$ cat config.mk
export PLATFORM = sky130hd
export DESIGN_NAME = ex_mem_stage
export DESIGN_NICKNAME = d
export VERILOG_FILES = /design/src/rtl/ex_mem_stage.sv
export SDC_FILE = /design/constraint.sdc
export NUM_CORES = 1
export LEC_CHECK = 0
export ABC_AREA = 1
export BUFFER_PORTS_ARGS = -buffer_cell sky130_fd_sc_hd__buf_2
export CAP_MARGIN = 20
export CORE_UTILIZATION = 25
export CTS_BUF_LIST = sky130_fd_sc_hd__clkbuf_8
export CTS_CLUSTER_DIAMETER = 40
export DETAILED_ROUTE_END_ITERATION = 10
export HOLD_SLACK_MARGIN = 0.15
export PLACE_DENSITY = 0.48
export SYNTH_ARGS = -nofsm -noshare
export SYNTH_HDL_FRONTEND = slang
export SYNTH_SLANG_ARGS = --single-unit
export TNS_END_PERCENT = 1
$ cat constraint.sdc
create_clock -name clk -period 2.5 [get_ports clk]
set_input_delay 0 -clock clk [delete_from_list [all_inputs] [get_ports clk]]
set_output_delay 0 -clock clk [all_outputs]
set_load 0.01 [all_outputs]
$ cat src/rtl/ex_mem_stage.sv
// Execute->memory pipeline boundary.
// Holds up to two instructions (MAIN drives the outputs, SKID catches one extra)
// so that in_ready is a flop and never depends on out_ready or in_valid.
// Conditional branches resolve on accept, using the ALU zero flag.
//
// state | meaning
// EMPTY | no instruction held, in_ready=1, out_valid=0
// ONE   | MAIN holds an instruction, in_ready=1, out_valid=1
// FULL  | MAIN and SKID both hold one, in_ready=0, out_valid=1
module ex_mem_stage #(
  parameter int DATA_W = 32,
  parameter int REG_AW = 5
) (
  input  logic              clk,
  input  logic              rst_n,
  input  logic              flush,
  input  logic              in_valid,
  output logic              in_ready,
  input  logic [DATA_W-1:0] in_alu_out,
  input  logic              in_alu_zero,
  input  logic [DATA_W-1:0] in_pc,
  input  logic [DATA_W-1:0] in_imm,
  input  logic              in_is_branch,
  input  logic [DATA_W-1:0] in_store_data,
  input  logic [REG_AW-1:0] in_rd,
  input  logic              in_reg_write,
  input  logic              in_mem_read,
  input  logic              in_mem_write,
  output logic              out_valid,
  input  logic              out_ready,
  output logic [DATA_W-1:0] out_alu_result,
  output logic [DATA_W-1:0] out_store_data,
  output logic [REG_AW-1:0] out_rd,
  output logic              out_reg_write,
  output logic              out_mem_read,
  output logic              out_mem_write,
  output logic              branch_taken,
  output logic [DATA_W-1:0] branch_target
);

  typedef enum logic [1:0] {EMPTY = 2'd0, ONE = 2'd1, FULL = 2'd2} state_t;

  typedef struct packed {
    logic [DATA_W-1:0] alu_result;
    logic [DATA_W-1:0] store_data;
    logic [REG_AW-1:0] rd;
    logic              reg_write;
    logic              mem_read;
    logic              mem_write;
  } payload_t;

  state_t   state, state_nxt;
  payload_t main_q, skid_q, in_payload;
  logic     accept, transfer;
  logic     load_main_in, load_main_skid, load_skid_in;

  assign in_ready  = (state != FULL);
  assign out_valid = (state != EMPTY);
  assign accept    = in_valid & in_ready;
  assign transfer  = out_valid & out_ready;

  // Branches still flow downstream but must not write anything.
  assign in_payload = '{alu_result: in_alu_out,
                        store_data: in_store_data,
                        rd:         in_rd,
                        reg_write:  in_reg_write & ~in_is_branch,
                        mem_read:   in_mem_read & ~in_is_branch,
                        mem_write:  in_mem_write & ~in_is_branch};

  // State register.
  always_ff @(posedge clk or negedge rst_n) begin
    if (!rst_n) state <= EMPTY;
    else        state <= state_nxt;
  end

  // Next state and entry load controls; flush overrides accept and transfer.
  always_comb begin
    state_nxt      = state;
    load_main_in   = 1'b0;
    load_main_skid = 1'b0;
    load_skid_in   = 1'b0;
    if (flush) begin
      state_nxt = EMPTY;
    end else begin
      unique case (state)
        EMPTY: begin
          if (accept) begin
            state_nxt    = ONE;
            load_main_in = 1'b1;
          end
        end
        ONE: begin
          if (accept && transfer) begin
            load_main_in = 1'b1;
          end else if (accept) begin
            state_nxt    = FULL;
            load_skid_in = 1'b1;
          end else if (transfer) begin
            state_nxt = EMPTY;
          end
        end
        FULL: begin
          if (transfer) begin
            state_nxt      = ONE;
            load_main_skid = 1'b1;
          end
        end
        default: state_nxt = EMPTY;
      endcase
    end
  end

  // Entry storage: MAIN loads from input or from SKID, SKID only from input.
  always_ff @(posedge clk or negedge rst_n) begin
    if (!rst_n) begin
      main_q <= '0;
      skid_q <= '0;
    end else begin
      if (load_main_in)        main_q <= in_payload;
      else if (load_main_skid) main_q <= skid_q;
      if (load_skid_in)        skid_q <= in_payload;
    end
  end

  // Branch resolution happens at accept, independent of the memory stage stalling.
  always_ff @(posedge clk or negedge rst_n) begin
    if (!rst_n) begin
      branch_taken  <= 1'b0;
      branch_target <= '0;
    end else begin
      branch_taken <= accept & in_is_branch & in_alu_zero & ~flush;
      if (accept && in_is_branch && !flush) branch_target <= in_pc + in_imm;
    end
  end

  assign out_alu_result = main_q.alu_result;
  assign out_store_data = main_q.store_data;
  assign out_rd         = main_q.rd;
  assign out_reg_write  = main_q.reg_write;
  assign out_mem_read   = main_q.mem_read;
  assign out_mem_write  = main_q.mem_write;

endmodule
Word level (Yosys, flattened, before mapping) --
Index checks and enable logic that the tools add are counted.
Word-level totals: bits in registers 179, output and inout port bits 107, logic and storage cells 60
Operators by class: bitwise operators 10, equal/unequal tests 7, reduce and logical (&&, ||, !) cells 8, $add $sub $neg 1, muxes and demuxes 19
Operator list (number):
- $mux 72 | 2
- $add 32x32->32 | 1
- $mux 2 | 6
- $mux 1 | 9
- $ne 3x3->1 const B | 3
- $and 1x1->1 | 8
- $pmux 2 s3 | 1
- $ne 4x4->1 const B | 1
- $reduce_and 4->1 | 1
- $reduce_bool 2->1 | 2
- $logic_and 1x1->1 | 3
- $eq 2x1->1 const B | 1
- $eq 2x2->1 const B | 1
- $logic_not 2->1 | 1
- $ne 2x2->1 const B | 1
- $not 1->1 | 2
- $pmux 1 s2 | 1
- $logic_not 1->1 | 1

Longest topological paths before layout --
depth after elaboration 7, mapped depth 12, mapped depth without buffers 12

Worst setup path after synthesis --
Ideal clock, no wire load.
kind input to register, start input port in_pc[0], end register branch_target[28], arrival 1.324 ns, path slack 1.058 ns, data required time 2.383 ns, cell stages on the path 10, setup time 0.117 ns, cell sequence ha_1 fa_1 nand3_1 nand3_1 nand3_1 nand3_1 nand2_1 nand3_1 nand3_1 nand2_1
Between the ends: cells in the longest elaborated chain, start to end 1
RTL lines:
- from (decl) | RTL line 21 | input logic [DATA_W-1:0] in_pc,
- $add 32x32->32 | RTL line 132 | if (accept && in_is_branch && !flush) branch_target <= in_pc + in_imm;
- to (signal assigned) | RTL line 132
- to (decl) | RTL line 38 | output logic [DATA_W-1:0] branch_target
Every way passes these cells. A chain may end at the register's enable or synchronous reset.

Worst setup path in the final report --
start input port in_imm[29], end register branch_target[29]
Between the ends: cells in the longest elaborated chain, start to end 1
RTL lines:
- from (decl) | RTL line 22 | input logic [DATA_W-1:0] in_imm,
- $add 32x32->32 | RTL line 132
Every way passes these cells.

==> out/qor.csv <==
stage;metric;value;unit
run_status;status;complete, no violations;
setup_path;required;2.92;ns
worst_hold_path;hold_class;in2reg;
sta;grt_setup_unrepaired;no;
clocking;cts_buffer_depth;2;
global_route;grt_pass1_wl;48.1;mm
synthesis;ys_seq_area_share;45.7;%
job;drv_cap;0;
sta;whs;0.203;ns
setup_path;critical_path_class;in2reg;
synthesis;synth_nets;1446;
sta;max_freq;417;MHz
sta;maxSlewViolCount;0;
drt;vias;9284;
drt;route.detailed.drc;0;
power_and_ir_drop;p_leak;7.16;nW
setup_path;crit_buf_inv;5;
sta;period_share;95.9;%
floorplanning;die_x;200;um
sta;skew;0.0185;ns
sta;setup_viol;0;
drt;viasPerCell;4.27;
placed_design;gp_congestion;0.909;
final_layout;instances_no_fill;2176;
power_and_ir_drop;ir_drop;0.281;mV
floorplanning;initial_core_util;25.3;%
synthesis;yosysTopAreaCellShare;45.7;%
drt;drt_wl_total;30.5;mm
clocking;insertion_delay;0.50;ns
floorplanning;io_pins;250;
synthesis;ys_types;33;
clocking;clock-sinks;179;
clocking;root_buffer;clkbuf_8;
final_layout;nets;1819;
placed_design;dp.cells;2005;
floorplanning;die_h;200;um
setup_path;worstPathMaxFanout;3;
synthesis;synth_area_leaders;dfrtp_1 46%, nand2_1 15%, o21ai_1 7.5%;
setup_path;crit_slowest_cell;dlygate4sd3_1;
floorplanning;coreArea;38600;um^2
placed_design;placed_cell_area;11600;um^2
final_layout;syn_to_final_growth;37.5;%
final_layout;layout_common_cells;394 x nand2_1, 248 x buf_2, 179 x dfrtp_1, 157 x inv_1, 146 x o21ai_1;
setup_path;path_cells;dlygate4sd3_1 -> buf_2 -> ha_1 -> dlygate4sd3_1 -> nand2_1 -> dlygate4sd3_1 -> nand3_1 -> dlygate4sd3_1 -> nand2_1;
setup_path;end_kind;flop;
sta;fin_crit;2.40;ns
synthesis;synthCells;1271;
clocking;tritoncts;built;
synthesis;yosysWarnings;0;
global_route;antenna_found_initial;3;
floorplanning;rows;72;
floorplanning;die-area;40000;um^2
global_route;grt_max_degree;75;
drt;ant_nets;0;
clocking;htreeDepth;4;
global_route;grt_pass1_vias;9023;
synthesis;yosysTopAreaCell;dfrtp_1;
sta;hold_viol;0;
global_route;gr-total-overflow;0;
final_layout;fin_area;13500;um^2
final_layout;final_common_cell;nand2_1;
synthesis;synth_seq_cells;179;
power_and_ir_drop;powerDensity;719;nW/um^2
synthesis;syn_area;9800;um^2
global_route;grtUsageTotal;15.6;%
setup_path;slowest_delay;0.60;ns
drt;drt_first_pass_iters;4;
placed_design;dp_hpwl;21.2;mm
final_layout;nFillCells;4089;
setup_path;cp_data_arrival_time;2.81;ns
sta;worst_pin_slew;0.924;ns
setup_path;cp_common_cell;dlygate4sd3_1;
clocking;clkTransAtPathRegs;0.12;ns
synthesis;syn_area_per_cell;7.71;um^2
drt;drt-initial-drc-count;398;
setup_path;start_kind;primary input;
drt;wl_per_cell;14.0;um
setup_path;crit_family;buffers and inverters;
placed_design;io_buffers;249;
clocking;cts_buffers;17;
final_layout;drive_gt1_share;21.5;%
sta;slew_headroom;38.4;%
sta;fin_setup_tns;0;ns
==> cell usage after synthesis, drive strengths merged <==
cell type,n
o21ai,202
nand2,400
o21bai,3
nand3b,4
nand3,47
nand4,3
o21a,1
dfrtp,179
o221ai,1
and2,1
clkbuf,13
mux2,26
nor2,112
o311ai,1
buf,35
a21o,1
nor3,6
fa,1
a21oi,25
inv,163
ha,31
xnor2,16
==> power breakdown <==
part / internal [mW] / total (mW) / leakage (nW) / switching (mW)
clock: 0.732 / 1.99 / 0.190 / 1.25
combinational: 1.52 / 3.28 / 4.72 / 1.75
sequential: 3.88 / 4.42 / 2.24 / 0.538
==> cells by family (layout without fill, tap and decap cells) <==
kind of cell / count (synthesis) / after routing / synth area share (%)
and+or+nand+nor: 573 / 573 / 23.4
muxes: 26 / 26 / 3.99
DFF: 179 / 179 / 45.7
xor gates and xnor gates: 16 / 16 / 1.43
AOI/OAI and AO/OA: 234 / 234 / 12.2
buffers and inverters: 211 / 597 / 9.11
other: 0 / 1 / 0
adders and majority gates: 32 / 32 / 4.16
==> metal layers <==
layer	GRT usage [%]	part of all wire (%)	routed length, um	vias to the layer above
met5	0	0.089	27	-
met4	5.43	1.8	554	4
met3	3.71	5.4	1650	32
met2	25.8	46	14200	216
met1	20.0	46	14100	4278
li1	-	-	-	4754
==> path summary, 6_finish.rpt <==
| check | cells past startpoint | end | startpoint | slack [ns] |
|---|---|---|---|---|
| setup / recovery | 9 | branch_target[29] | in_imm[29] | 0.10 |
| hold / removal | 6 | branch_target[4] | in_imm[3] | 0.20 |
| setup reg to reg | 8 | out_mem_write | state[0] | 0.47 |
| hold reg to reg | 2 | branch_target[27] | branch_target[27] | 0.49 |
| max in group asynchronous | 4 | skid_q[23] | rst_n | 1.11 |
| min in group asynchronous | 3 | out_alu_result[31] | rst_n | 0.64 |
==> flip-flops by register name (all words and copies together) (netlist names) <==
name / cells
skid_q: 72
branch_target: 32
out_alu_result: 32
out_store_data: 32
out_rd: 5
state: 2
branch_taken: 1
out_mem_read: 1
out_mem_write: 1
out_reg_write: 1
==> cell type report <==
| type | instances | area, um^2 | area share [%] |
|---|---|---|---|
| antenna | 1 | 2.50 | 0.0186 |
| clock buffer | 17 | 234 | 1.74 |
| clock inverter | 15 | 141 | 1.05 |
| inverter | 163 | 612 | 4.54 |
| multi-input combinational | 881 | 4560 | 33.8 |
| sequential | 179 | 4480 | 33.3 |
| tap | 518 | 648 | 4.81 |
| timing repair buffer | 402 | 2790 | 20.7 |
==> per-stage QoR <==
| stage | power (mW) | utilization, % | worst slack, ns |
|---|---|---|---|
| after global placement | 7.50 | 30.0 | 0.420 |
| after floorplan | 6.22 | - | 1.06 |
| final | 9.69 | 34.9 | 0.101 |
| after global routing | 10.5 | 34.8 | 0.00158 |
| after detailed placement | 7.55 | 30.0 | 0.449 |
| after CTS | 9.82 | 34.5 | 0.0390 |
==> repair_timing <==
item / 4_1_cts / 5_1_grt
resized for setup: 0 / 18
hold buffers: 136 / 0
hold endpoints to repair: 358 / 0
buffers inserted: 0 / 2
setup endpoints to repair: 0 / 3
==> worst register-to-register path: cells and delay by family, from the launching register on <==
| kind | cells | cell delay, ns |
|---|---|---|
| AOI/OAI and AO/OA | 3 | 0.47 |
| and+or+nand+nor | 2 | 0.21 |
| buffers and inverters | 3 | 0.88 |
| DFF | 1 | 0.42 |
Note: power is estimated with default switching activity, not from simulation.
